`src/rtl/serial_lane_sched_pkg.sv`:
```
// Shared types and defaults for the two-lane symbol scheduler.
package serial_sched_pkg;

    localparam logic [7:0] DEF_COM_SYM  = 8'hBC;
    localparam logic [7:0] DEF_IDLE_SYM = 8'h7C;
    localparam int         BIT_IDX_W    = 3;

    typedef enum logic {
        TRAIN,
        ACTIVE
    } sched_state_t;

    typedef enum logic [1:0] {
        SEL_COM,
        SEL_DATA,
        SEL_IDLE
    } load_sel_t;

    // Training overrides everything; afterwards each lane falls back to IDLE when it has no byte.
    function automatic load_sel_t lane_select(sched_state_t st, logic valid);
        if (st == TRAIN) begin
            return SEL_COM;
        end
        return valid ? SEL_DATA : SEL_IDLE;
    endfunction

endpackage

```
`src/rtl/serial_lane_sched_if.sv`:
```
// Byte-side handshake and serial-side outputs of the two-lane scheduler.
interface serial_lane_sched_if #(
    parameter int DATA_W = 8
);
    logic [DATA_W-1:0] in0;
    logic [DATA_W-1:0] in1;
    logic              valid_0;
    logic              valid_1;
    logic              ready_0;
    logic              ready_1;
    logic              out0;
    logic              out1;
    logic              sym_strobe;
    logic              link_up;

    modport master (
        output in0, valid_0, in1, valid_1,
        input  ready_0, ready_1, out0, out1, sym_strobe, link_up
    );

    modport slave (
        input  in0, valid_0, in1, valid_1,
        output ready_0, ready_1, out0, out1, sym_strobe, link_up
    );
endinterface

```
`src/rtl/serial_lane_sched_lane_shifter.sv`:
```
// One serial lane: symbol load mux feeding an MSB-first shift register.
module lane_shifter
    import serial_sched_pkg::*;
#(
    parameter int                DATA_W   = 8,
    parameter logic [DATA_W-1:0] COM_SYM  = DEF_COM_SYM,
    parameter logic [DATA_W-1:0] IDLE_SYM = DEF_IDLE_SYM
) (
    input  logic              clk,
    input  logic              reset,
    input  logic              load,
    input  load_sel_t         sel,
    input  logic [DATA_W-1:0] data,
    output logic              msb
);
    logic [DATA_W-1:0] shift_reg;

    always_ff @(posedge clk) begin
        if (reset) begin
            shift_reg <= '0;
        end else if (load) begin
            case (sel)
                SEL_COM:  shift_reg <= COM_SYM;
                SEL_DATA: shift_reg <= data;
                default:  shift_reg <= IDLE_SYM;
            endcase
        end else begin
            shift_reg <= {shift_reg[DATA_W-2:0], 1'b0};
        end
    end

    assign msb = shift_reg[DATA_W-1];

endmodule

```
`src/rtl/serial_lane_sched.sv`:
```
// Two-lane scheduler: COM training burst after reset, then one byte per lane
// per 8-bit slot with IDLE fill; both lanes share one bit counter and FSM.
module serial_lane_sched
    import serial_sched_pkg::*;
#(
    parameter int                DATA_W    = 8,
    parameter int                TRAIN_LEN = 4,
    parameter logic [DATA_W-1:0] COM_SYM   = DEF_COM_SYM,
    parameter logic [DATA_W-1:0] IDLE_SYM  = DEF_IDLE_SYM
) (
    input logic                clk,
    input logic                reset,
    serial_lane_sched_if.slave bus
);
    localparam logic [3:0] TRAIN_LAST = 4'(TRAIN_LEN - 1);

    sched_state_t         state;
    logic [BIT_IDX_W-1:0] bit_idx;
    logic [3:0]           train_cnt;
    logic                 link_up_q;
    logic                 ready_q;
    logic                 strobe_q;
    logic                 boundary;
    logic                 out0_bit;
    logic                 out1_bit;
    load_sel_t            sel_0;
    load_sel_t            sel_1;

    assign boundary = (bit_idx == '1);
    assign sel_0    = lane_select(state, bus.valid_0);
    assign sel_1    = lane_select(state, bus.valid_1);

    // Strobes are registered one cycle early (bit_idx == 6) so they line up with bit_idx == 7.
    always_ff @(posedge clk) begin
        if (reset) begin
            state     <= TRAIN;
            bit_idx   <= '1;
            train_cnt <= '0;
            link_up_q <= 1'b0;
            ready_q   <= 1'b0;
            strobe_q  <= 1'b1;
        end else begin
            bit_idx  <= bit_idx + BIT_IDX_W'(1);
            strobe_q <= (bit_idx == BIT_IDX_W'(6));
            ready_q  <= link_up_q && (bit_idx == BIT_IDX_W'(6));
            if (boundary && state == TRAIN) begin
                if (train_cnt == TRAIN_LAST) begin
                    state     <= ACTIVE;
                    link_up_q <= 1'b1;
                    train_cnt <= '0;
                end else begin
                    train_cnt <= train_cnt + 4'd1;
                end
            end
        end
    end

    lane_shifter #(
        .DATA_W   (DATA_W),
        .COM_SYM  (COM_SYM),
        .IDLE_SYM (IDLE_SYM)
    ) u_lane0 (
        .clk   (clk),
        .reset (reset),
        .load  (boundary),
        .sel   (sel_0),
        .data  (bus.in0),
        .msb   (out0_bit)
    );

    lane_shifter #(
        .DATA_W   (DATA_W),
        .COM_SYM  (COM_SYM),
        .IDLE_SYM (IDLE_SYM)
    ) u_lane1 (
        .clk   (clk),
        .reset (reset),
        .load  (boundary),
        .sel   (sel_1),
        .data  (bus.in1),
        .msb   (out1_bit)
    );

    assign bus.out0       = out0_bit;
    assign bus.out1       = out1_bit;
    assign bus.ready_0    = ready_q;
    assign bus.ready_1    = ready_q;
    assign bus.sym_strobe = strobe_q;
    assign bus.link_up    = link_up_q;

endmodule

```
`src/flat_wrapper.sv`:
```
// flat-port wrapper written by rule: the top's interface ports become plain ports
module serial_lane_sched_flat import serial_sched_pkg::*;
#(
    parameter int                DATA_W    = 8,
    parameter int                TRAIN_LEN = 4,
    parameter logic [DATA_W-1:0] COM_SYM   = DEF_COM_SYM,
    parameter logic [DATA_W-1:0] IDLE_SYM  = DEF_IDLE_SYM
)
  (clk, reset, bus_in0, bus_valid_0, bus_in1, bus_valid_1, bus_ready_0, bus_ready_1, bus_out0, bus_out1, bus_sym_strobe, bus_link_up);
  serial_lane_sched_if #(.DATA_W(DATA_W)) bus_i ();
  input logic clk;
  input logic reset;
  input wire logic [$bits(bus_i.in0)-1:0] bus_in0;
  input wire logic [$bits(bus_i.valid_0)-1:0] bus_valid_0;
  input wire logic [$bits(bus_i.in1)-1:0] bus_in1;
  input wire logic [$bits(bus_i.valid_1)-1:0] bus_valid_1;
  output wire logic [$bits(bus_i.ready_0)-1:0] bus_ready_0;
  output wire logic [$bits(bus_i.ready_1)-1:0] bus_ready_1;
  output wire logic [$bits(bus_i.out0)-1:0] bus_out0;
  output wire logic [$bits(bus_i.out1)-1:0] bus_out1;
  output wire logic [$bits(bus_i.sym_strobe)-1:0] bus_sym_strobe;
  output wire logic [$bits(bus_i.link_up)-1:0] bus_link_up;
  assign bus_i.in0 = bus_in0;
  assign bus_i.valid_0 = bus_valid_0;
  assign bus_i.in1 = bus_in1;
  assign bus_i.valid_1 = bus_valid_1;
  assign bus_ready_0 = bus_i.ready_0;
  assign bus_ready_1 = bus_i.ready_1;
  assign bus_out0 = bus_i.out0;
  assign bus_out1 = bus_i.out1;
  assign bus_sym_strobe = bus_i.sym_strobe;
  assign bus_link_up = bus_i.link_up;
  serial_lane_sched #(.DATA_W(DATA_W), .TRAIN_LEN(TRAIN_LEN), .COM_SYM(COM_SYM), .IDLE_SYM(IDLE_SYM)) u_core (.clk(clk), .reset(reset), .bus(bus_i));
endmodule
```
`config.mk`:
```
export PLATFORM = sky130hd
export DESIGN_NAME = serial_lane_sched_flat
export DESIGN_NICKNAME = d
export VERILOG_FILES = /design/src/rtl/serial_lane_sched_pkg.sv /design/src/rtl/serial_lane_sched_if.sv /design/src/rtl/serial_lane_sched_lane_shifter.sv /design/src/rtl/serial_lane_sched.sv /design/src/flat_wrapper.sv
export SDC_FILE = /design/constraint.sdc
export NUM_CORES = 1
export LEC_CHECK = 0
export CORE_MARGIN = 10
export CORE_UTILIZATION = 35
export DETAILED_ROUTE_END_ITERATION = 12
export GPL_ROUTABILITY_DRIVEN = 0
export PLACE_DENSITY = 0.66
export SLEW_MARGIN = 20
export SYNTH_ARGS = -nofsm -noshare
export SYNTH_HDL_FRONTEND = slang
export SYNTH_SLANG_ARGS = --single-unit
export TNS_END_PERCENT = 30
```
`constraint.sdc`:
```
create_clock -name clk -period 3.5 [get_ports clk]
set_input_delay 0.35 -clock clk [delete_from_list [all_inputs] [get_ports clk]]
set_output_delay 0.35 -clock clk [all_outputs]
set_load 0.1 [all_outputs]
```
==> results.toml, run 1 <==
[sta]
drv_slew = 0
worstMarginPinSlew_ns = 0.9775
finClkSkew_ns = 0.003214
timing.slew.headroom = 0.3463
finalSetupTns_ns = 0
fmax_mhz = 415.0
hold_viol = 0
setup_viol = 0
rsz0062_at_grt = "no"
post-route-period-util = 0.6884
period_minus_slack_ns = 2.409
holdWs_ns = 0.4361

[global_route]
antenna_found_initial = 0
grt_pass1_vias = 781
grt_remaining_overflow = 0
grt_usage = 0.07653
grt_pass1_wl_mm = 3.346
grt_max_degree = 32

[cts]
cts_tree = "yes"
cts_buffers = 3
clkLatencyLatePin_ns = 0.31
cts_buffer_depth = 2
clock_sinks = 26
post-cts-setup-buffers = 0
hold_buffers = 0
cts_resized = 0
path_clk_slew_ns = 0.12
cts_root_buf = "clkbuf_4"
cts_max_level = 1

[final_layout]
drive_above_1_share = 0.04444
final_cell_area_um2 = 1292
syn_to_final_growth_pct = 27.85
fillers = 263
fin_nets = 161
antenna_cells = 0

[status]
status = "completed"

[yosys]
yosysUniqueCellTypes = 22
netlist_area_um2 = 1011
synth_warnings = 0
ys_ff_latch = 26
syn_area_per_cell_um2 = 8.947
syn_inst = 113
yosysSeqAreaShare = 0.5149
synth_nets = 137

[min_path]
hp-class = "reg -> reg"

[critical_path]
crit_chain = "clkdlybuf4s50_1"
crit_arrival_ns = 2.06
cp_slowest_cell = "clkdlybuf4s50_1"
worstPathRequired_ns = 3.15
critPathCaptureType = "primary output"
start_kind = "flip-flop"
cp_top_family = "buffers and inverters"
crit_fanout = 11
path_class = "reg -> out"
crit_buf_inv = 1
critPathMaxStageDelay_ns = 1.21

[detailed_routing]
routed_wl_mm = 2.055
vias_per_cell = 4.952
num_vias = 822
drtIter0Drc = 50
drc = 0
ant_nets = 0
post_drt_wl_per_cell_um = 12.38
firstDrtPassIters = 2

[power]
p_per_area_nw_per_um2 = 459.3
vdd.ir_drop.worst_v = 0.0003318
p_leak_uw = 0.0004845

[floorplanning]
fp-row-count = 19
die_h_um = 73.75
die_w_um = 73.75
dieArea_um2 = 5438
core-area_um2 = 2758
initial_core_util = 0.3666
io_pins = 26

[run]
maxCapViolations = 0

[place]
portBuffers = 25
hpwlAfterDp_mm = 1.569
dpl_cell_area_um2 = 1270
final timing paths:
check / slack (ns) / from / to / cells after the start
max: 1.09 / u_core.state / bus_link_up / 1
min: 0.44 / u_core.bit_idx[0] / u_core.bit_idx[0] / 1
max reg2reg: 1.70 / u_core.bit_idx[0] / u_core.train_cnt[2] / 6
min reg2reg: 0.44 / u_core.bit_idx[0] / u_core.bit_idx[0] / 1
placed cells by master (no fill, tap or decap), drive strengths merged:
cell type	count
ha	4
nor2	22
or2	1
nand2b	9
or4b	1
nand3	2
inv	4
clkdlybuf4s50	25
a211oi	8
dfxtp	26
o211ai	2
o21ai	2
a21oi	10
buf	1
nor3	3
nand2	6
clkbuf	3
nand4	2
or3	2
nor3b	1
mux2i	1
synthesized netlist by cell type:
library cell | instances | area (um2)
buf_6 | 1 | 11.26
ha_1 | 4 | 50.05
or4b_1 | 1 | 10.01
nand3_1 | 2 | 10.01
nor3b_1 | 1 | 7.510
nand2_1 | 6 | 22.52
o211ai_1 | 2 | 15.01
a211oi_1 | 8 | 60.06
or2_2 | 1 | 6.260
nand2b_4 | 1 | 13.76
mux2i_1 | 1 | 10.01
a21oi_1 | 10 | 50.05
clkbuf_1 | 5 | 18.77
nand2b_1 | 8 | 50.05
nor3_1 | 3 | 15.01
inv_1 | 4 | 15.01
or3_1 | 2 | 12.51
dfxtp_1 | 26 | 520.5
nor2_1 | 22 | 82.58
buf_4 | 1 | 7.510
nand4_1 | 2 | 12.51
o21ai_0 | 2 | 10.01
report_power, final:
| group | switching [uW] | internal, uW | leakage, uW |
|---|---|---|---|
| logic | 84.1 | 56.8 | 0.000257 |
| registers | 10.4 | 323 | 0.000214 |
| clock network | 79.6 | 40.2 | 0.0000138 |
| total | 174 | 420 | 0.000485 |
kinds of logic (layout without fill, tap and decap cells):
kind of cell	Yosys count	after routing	share of synthesized area
AO/OA/AOI/OAI	22	22	0.1337
adder cells (fa/ha/maj)	4	4	0.04951
buffers and inverters	11	33	0.05198
flip-flops	26	26	0.5149
multiplexers	1	1	0.009901
AND/OR/NAND/NOR	49	49	0.2401
area by class of cell:
type	count	area (um2)	share of cell area
flip-flops and latches	26	520.5	0.4027
multi-input cells	76	437.9	0.3388
repair buffers	26	257.7	0.1994
well taps	31	38.79	0.03001
clock buffers	3	22.52	0.01742
inverters	4	15.01	0.01162
metrics by stage:
stage          total power, uW  utilization  setup slack (ns)  instances
6_report                 593.6       0.4687             1.091        166
5_1_grt                  632.5       0.4687            0.9793        166
4_1_cts                  601.9       0.4687             1.057        166
3_5_place_dp             481.7       0.4605             1.423        163
3_3_place_gp             476.9       0.4605             1.467        163
2_1_floorplan            435.7            -             1.788        113
routing by layer:
metal | share of wire | GRT usage | up-vias | wire length [um]
met5 | 0 | 0 | - | 0
met4 | 0.017 | 0.04348 | 0 | 34
met3 | 0.035 | 0.02153 | 2 | 72
met2 | 0.53 | 0.1307 | 10 | 1082
met1 | 0.42 | 0.08211 | 383 | 865
li1 | - | - | 427 | -
worst register-to-register path, delay by kind of cell, from the launching register on:
kind                       cells  cell delay, ns
AOI/OAI and AO/OA              1            0.15
adders and majority gates      2            0.30
buffers and inverters          1            0.30
DFF                            1            0.38
and+or+nand+nor                2            0.60
Power figures use the tool's default switching activity.
==> run 2: changes to the inputs <==
==> constraint.sdc (replaced) <==
create_clock -name clk -period 2.5 [get_ports clk]
set_input_delay 0.25 -clock clk [delete_from_list [all_inputs] [get_ports clk]]
set_output_delay 0.25 -clock clk [all_outputs]
set_load 0.1 [all_outputs]
==> results.toml, run 2 (synthesized netlist as in run 1, its figures left out) <==
[status]
status = "completed"

[min_path]
hold_end = "u_core.bit_idx[0]"
hp-class = "reg -> reg"
min_path_cells = 1
min_from = "u_core.bit_idx[0]"

[sta]
timing.slew.headroom = 0.6872
hold_viol = 0
rsz0062_at_grt = "no"
finClkSkew_ns = 0.002267
post-route-period-util = 0.6703
setup_viol = 0
worstMarginPinSlew_ns = 0.4677
drv_slew = 0
fmax_mhz = 596.8
holdWs_ns = 0.4317
period_minus_slack_ns = 1.676
finalSetupTns_ns = 0

[critical_path]
cp_slowest_cell = "or4b_1"
crit_arrival_ns = 1.93
start_kind = "flip-flop"
worstRegToRegCells = 5
crit_fanout = 9
crit_chain = "ha_1 -> ha_1 -> nand2b_4 -> or4b_1 -> a21oi_1"
path_class = "reg -> reg"
timing.rr.end = "u_core.train_cnt[2]"
critPathMaxStageDelay_ns = 0.48
critPathCaptureType = "flip-flop"
worstPathRequired_ns = 2.76
cp_common_cell = "ha_1"
r2r_slack_ns = 0.82
reg2reg_from = "u_core.bit_idx[0]"

[final_layout]
fin_nets = 162
final_cell_area_um2 = 1299
postLayoutCoreUtil = 0.4710
drive_above_1_share = 0.1022
fillers = 277
mostFrequentLayoutCell = "dfxtp_1"
seqCellArea_um2 = 520.5
final_cell_mix = "dfxtp_1 (26), nor2_1 (22), clkdlybuf4s50_1 (19)"
syn_to_final_growth_pct = 28.47
multi_input_area_um2 = 437.9
antenna_cells = 0

[detailed_routing]
post_drt_wl_per_cell_um = 12.55
ant_nets = 0
drc = 0
drtIter0Drc = 21
num_vias = 813
vias_per_cell = 4.839
firstDrtPassIters = 4
routed_wl_mm = 2.109

[run]
maxCapViolations = 0

[global_route]
grt_pass1_wl_mm = 3.477
grt_pass1_vias = 823
grt_max_degree = 24
grt_remaining_overflow = 0
antenna_found_initial = 0
grt_usage = 0.07954

[power]
p_total_uw = 876.6
vdd.ir_drop.worst_v = 0.0005561
p_leak_uw = 0.0005066
p_per_area_nw_per_um2 = 674.9

[cts]
cts_tree = "yes"
clkLatencyLatePin_ns = 0.32
cts_buffers = 3
hold_buffers = 0
cts_max_level = 1
path_clk_slew_ns = 0.14
cts_resized = 0
cts_root_buf = "clkbuf_4"
cts_buffer_depth = 2
clock_sinks = 26
post-cts-setup-buffers = 0

[floorplanning]
io_pins = 26
fp-row-count = 19
die_w_um = 73.75
initial_core_util = 0.3666
core-area_um2 = 2758
dieArea_um2 = 5438
die_h_um = 73.75

[place]
hpwlAfterDp_mm = 1.606
portBuffers = 25
dpl_cell_area_um2 = 1262
[run 2: changes by cell type in the layout (fill, tap and decap cells not counted), sizes merged]
| cell | previous run | this run |
|---|---|---|
| buf | 1 | 8 |
| clkdlybuf4s50 | 25 | 19 |
| clkbuf | 3 | 4 |
[run 2: area by class of cell]
cell class | instances | area share
Clock buffer | 4 | 0.02794
Inverter | 4 | 0.01156
Multi-Input combinational cell | 76 | 0.3372
Sequential cell | 26 | 0.4008
Tap cell | 31 | 0.02987
Timing Repair Buffer | 27 | 0.1927
[run 2: worst max path at each step]
stage / startpoint / end / slack, ns / depth (start not counted)
6_report: u_core.bit_idx[0] / u_core.train_cnt[2] / 0.82 / 5
5_1_grt: u_core.bit_idx[0] / u_core.train_cnt[2] / 0.72 / 5
4_1_cts: u_core.bit_idx[0] / u_core.train_cnt[2] / 0.83 / 5
3_5_place_dp: u_core.bit_idx[0] / u_core.train_cnt[2] / 0.86 / 5
3_3_place_gp: u_core.bit_idx[0] / u_core.train_cnt[2] / 0.90 / 5
2_1_floorplan: u_core.state / u_core.train_cnt[2] / 0.79 / 4
[run 2: report_power, final]
group / switching [uW] / internal (uW) / leakage, uW
Combinational: 115 / 79.8 / 0.000272
Sequential: 14.8 / 452 / 0.000214
Clock: 126 / 89.1 / 0.0000210
[run 2: critical path: cells and delay by family, from the launching register on]
family                   cells  cell delay, ns
AO/OA/AOI/OAI                1            0.14
adder cells (fa/ha/maj)      2            0.51
flip-flops                   1            0.37
AND/OR/NAND/NOR              2            0.60
[run 2: metrics by stage]
step / std cells / setup slack, ns
6_report: 168 / 0.8243
5_1_grt: 168 / 0.7218
4_1_cts: 168 / 0.8262
3_5_place_dp: 164 / 0.8623
3_3_place_gp: 164 / 0.9027
2_1_floorplan: 113 / 0.7876
[run 2: layer usage]
layer / vias up / track usage / share of wire
met1: 364 / 0.08140 / 0.44
met4: 0 / 0.03106 / 0.016
li1: 430 / - / -
met3: 2 / 0.03365 / 0.046
met5: - / 0 / 0
met2: 17 / 0.1392 / 0.50
==> run 3: changes to the inputs <==
--- a/config.mk
+++ b/config.mk
@@ -9,7 +9,7 @@
 export CORE_UTILIZATION = 35
 export DETAILED_ROUTE_END_ITERATION = 12
 export GPL_ROUTABILITY_DRIVEN = 0
-export PLACE_DENSITY = 0.66
+export PLACE_DENSITY = 0.68
 export SLEW_MARGIN = 20
 export SYNTH_ARGS = -nofsm -noshare
 export SYNTH_HDL_FRONTEND = slang
==> constraint.sdc (replaced) <==
create_clock -name clk -period 1.4 [get_ports clk]
set_input_delay 0.14 -clock clk [delete_from_list [all_inputs] [get_ports clk]]
set_output_delay 0.14 -clock clk [all_outputs]
set_load 0.1 [all_outputs]
==> results.toml, run 3 (synthesized netlist as in run 1, its figures left out) <==
[floorplanning]
initial_core_util = 0.3666
core-area_um2 = 2758
fp-row-count = 19
die_w_um = 73.75
die_h_um = 73.75
dieArea_um2 = 5438
io_pins = 26

[critical_path]
cp_common_cell = "ha_4"
reg2reg_from = "u_core.bit_idx[0]"
cp_slowest_cell = "or4b_4"
start_kind = "flip-flop"
critPathCaptureType = "flip-flop"
crit_chain = "ha_4 -> ha_4 -> nand2b_4 -> or4b_4 -> a21oi_2"
worstRegToRegCells = 5
worstPathRequired_ns = 1.67
cp_top_family = "simple AND/OR/NAND/NOR gates"
crit_buf_inv = 0
critPathMaxStageDelay_ns = 0.48
r2r_slack_ns = 0.007
path_class = "reg -> reg"
crit_arrival_ns = 1.66
crit_fanout = 2
cp_num_cells = 5
timing.rr.end = "u_core.train_cnt[2]"

[sta]
post-route-period-util = 0.9949
hold_viol = 0
setup_viol = 0
drv_slew = 0
timing.slew.headroom = 0.8298
worstMarginPinSlew_ns = 0.2547
layout_setup_ws_ns = 0.007112
rsz0062_at_grt = "yes"
period_minus_slack_ns = 1.393
fmax_mhz = 717.9
finClkSkew_ns = 0.01163
finalSetupTns_ns = 0

[detailed_routing]
post_drt_wl_per_cell_um = 13.25
vias_per_cell = 4.879
num_vias = 844
drc = 0
routed_wl_mm = 2.292
drtIter0Drc = 59
ant_nets = 0
firstDrtPassIters = 3

[global_route]
grt_max_degree = 31
grt_pass1_vias = 900
grt_usage = 0.08472
grt_pass1_wl_mm = 3.719
grt_remaining_overflow = 0
antenna_found_initial = 0

[cts]
hold_buffers = 0
cts_buffers = 3
cts_root_buf = "clkbuf_4"
clkLatencyLatePin_ns = 0.33
cts_max_level = 1
path_clk_slew_ns = 0.15
cts_buffer_depth = 2
clock_sinks = 26
cts_tree = "yes"

[place]
dpl.cell_count = 168
portBuffers = 25
dpl_cell_area_um2 = 1370
dp_slack_ns = -0.03321
hpwlAfterDp_mm = 1.658

[final_layout]
stdcell_count = 173
drive_above_1_share = 0.2113
fin_nets = 167
final_cell_mix = "nor2_1 (22), dfxtp_1 (21), clkdlybuf4s50_1 (19)"
mostFrequentLayoutCell = "nor2_1"
final_cell_area_um2 = 1479
syn_to_final_growth_pct = 46.29
antenna_cells = 0

[status]
status = "completed"

[power]
vdd.ir_drop.worst_v = 0.0006583
p_per_area_nw_per_um2 = 1220
p_leak_uw = 0.0005631

[run]
maxCapViolations = 0

[min_path]
min_from = "bus_in0[0]"
hold_end = "u_core.u_lane0.shift_reg[0]"
hp-class = "in -> reg"
min_path_cells = 3
## run 3: cell count changes in the layout (fill, tap and decap cells not counted), moves of 2 or more
cell,change
a21oi_2,+2
ha_4,+2
ha_1,-2
buf_4,-2
a21oi_1,-2
buf_12,+6
dfxtp_1,-5
dfxtp_2,+5
## run 3: metal layers
layer / GRT usage / part of all wire
met5: 0 / 0
met1: 0.09070 / 0.44
met2: 0.1449 / 0.50
met3: 0.02423 / 0.046
met4: 0.04762 / 0.016
## run 3: what timing repair did
item | in CTS | in global routing
gates resized for setup | 6 | 7
setup buffers | 1 | 0
pin swaps | 3 | 5
endpoints found under the setup margin | 6 | 9
## run 3: worst max path at each step
| stage | from | end | slack [ns] |
|---|---|---|---|
| 6_report | u_core.bit_idx[0] | u_core.train_cnt[2] | 0.007 |
| 5_1_grt | u_core.bit_idx[0] | u_core.train_cnt[2] | -0.04 |
| 4_1_cts | u_core.bit_idx[1] | u_core.train_cnt[2] | -0.01 |
| 3_5_place_dp | u_core.bit_idx[0] | u_core.train_cnt[2] | -0.03 |
| 3_3_place_gp | u_core.bit_idx[0] | u_core.train_cnt[2] | 0.03 |
| 2_1_floorplan | u_core.state | u_core.train_cnt[2] | -0.08 |
## run 3: worst register-to-register path: cells and delay by family (launching register included)
kind,cells,cell delay [ns]
and+or+nand+nor,2,0.53
DFF,1,0.38
adders and majority gates,2,0.28
AOI/OAI and AO/OA,1,0.14
## run 3: final cells by class
type / instances / area [um2]
Multi-Input combinational cell: 76 / 479.2
Fill cell: 256 / 1279
Timing Repair Buffer: 32 / 366.6
Clock inverter: 1 / 30.03
Sequential cell: 26 / 526.8
Tap cell: 31 / 38.79
Inverter: 4 / 15.01
Clock buffer: 3 / 22.52
## run 3: report_power, final
part           internal, uW  switching (uW)  leakage [uW]
Combinational           208             224      0.000320
Sequential              809            38.9      0.000215
Clock                   290             234     0.0000279
## run 3: through the flow
stage | total power [uW] | hold WS, ns | utilization
3_3_place_gp | 1238 | 0.4349 | 0.4968
4_1_cts | 1795 | 0.3282 | 0.5286
2_1_floorplan | 1089 | 0.2415 | -
6_report | 1804 | 0.3299 | 0.5363
3_5_place_dp | 1251 | 0.4443 | 0.4968
5_1_grt | 1883 | 0.3452 | 0.5363
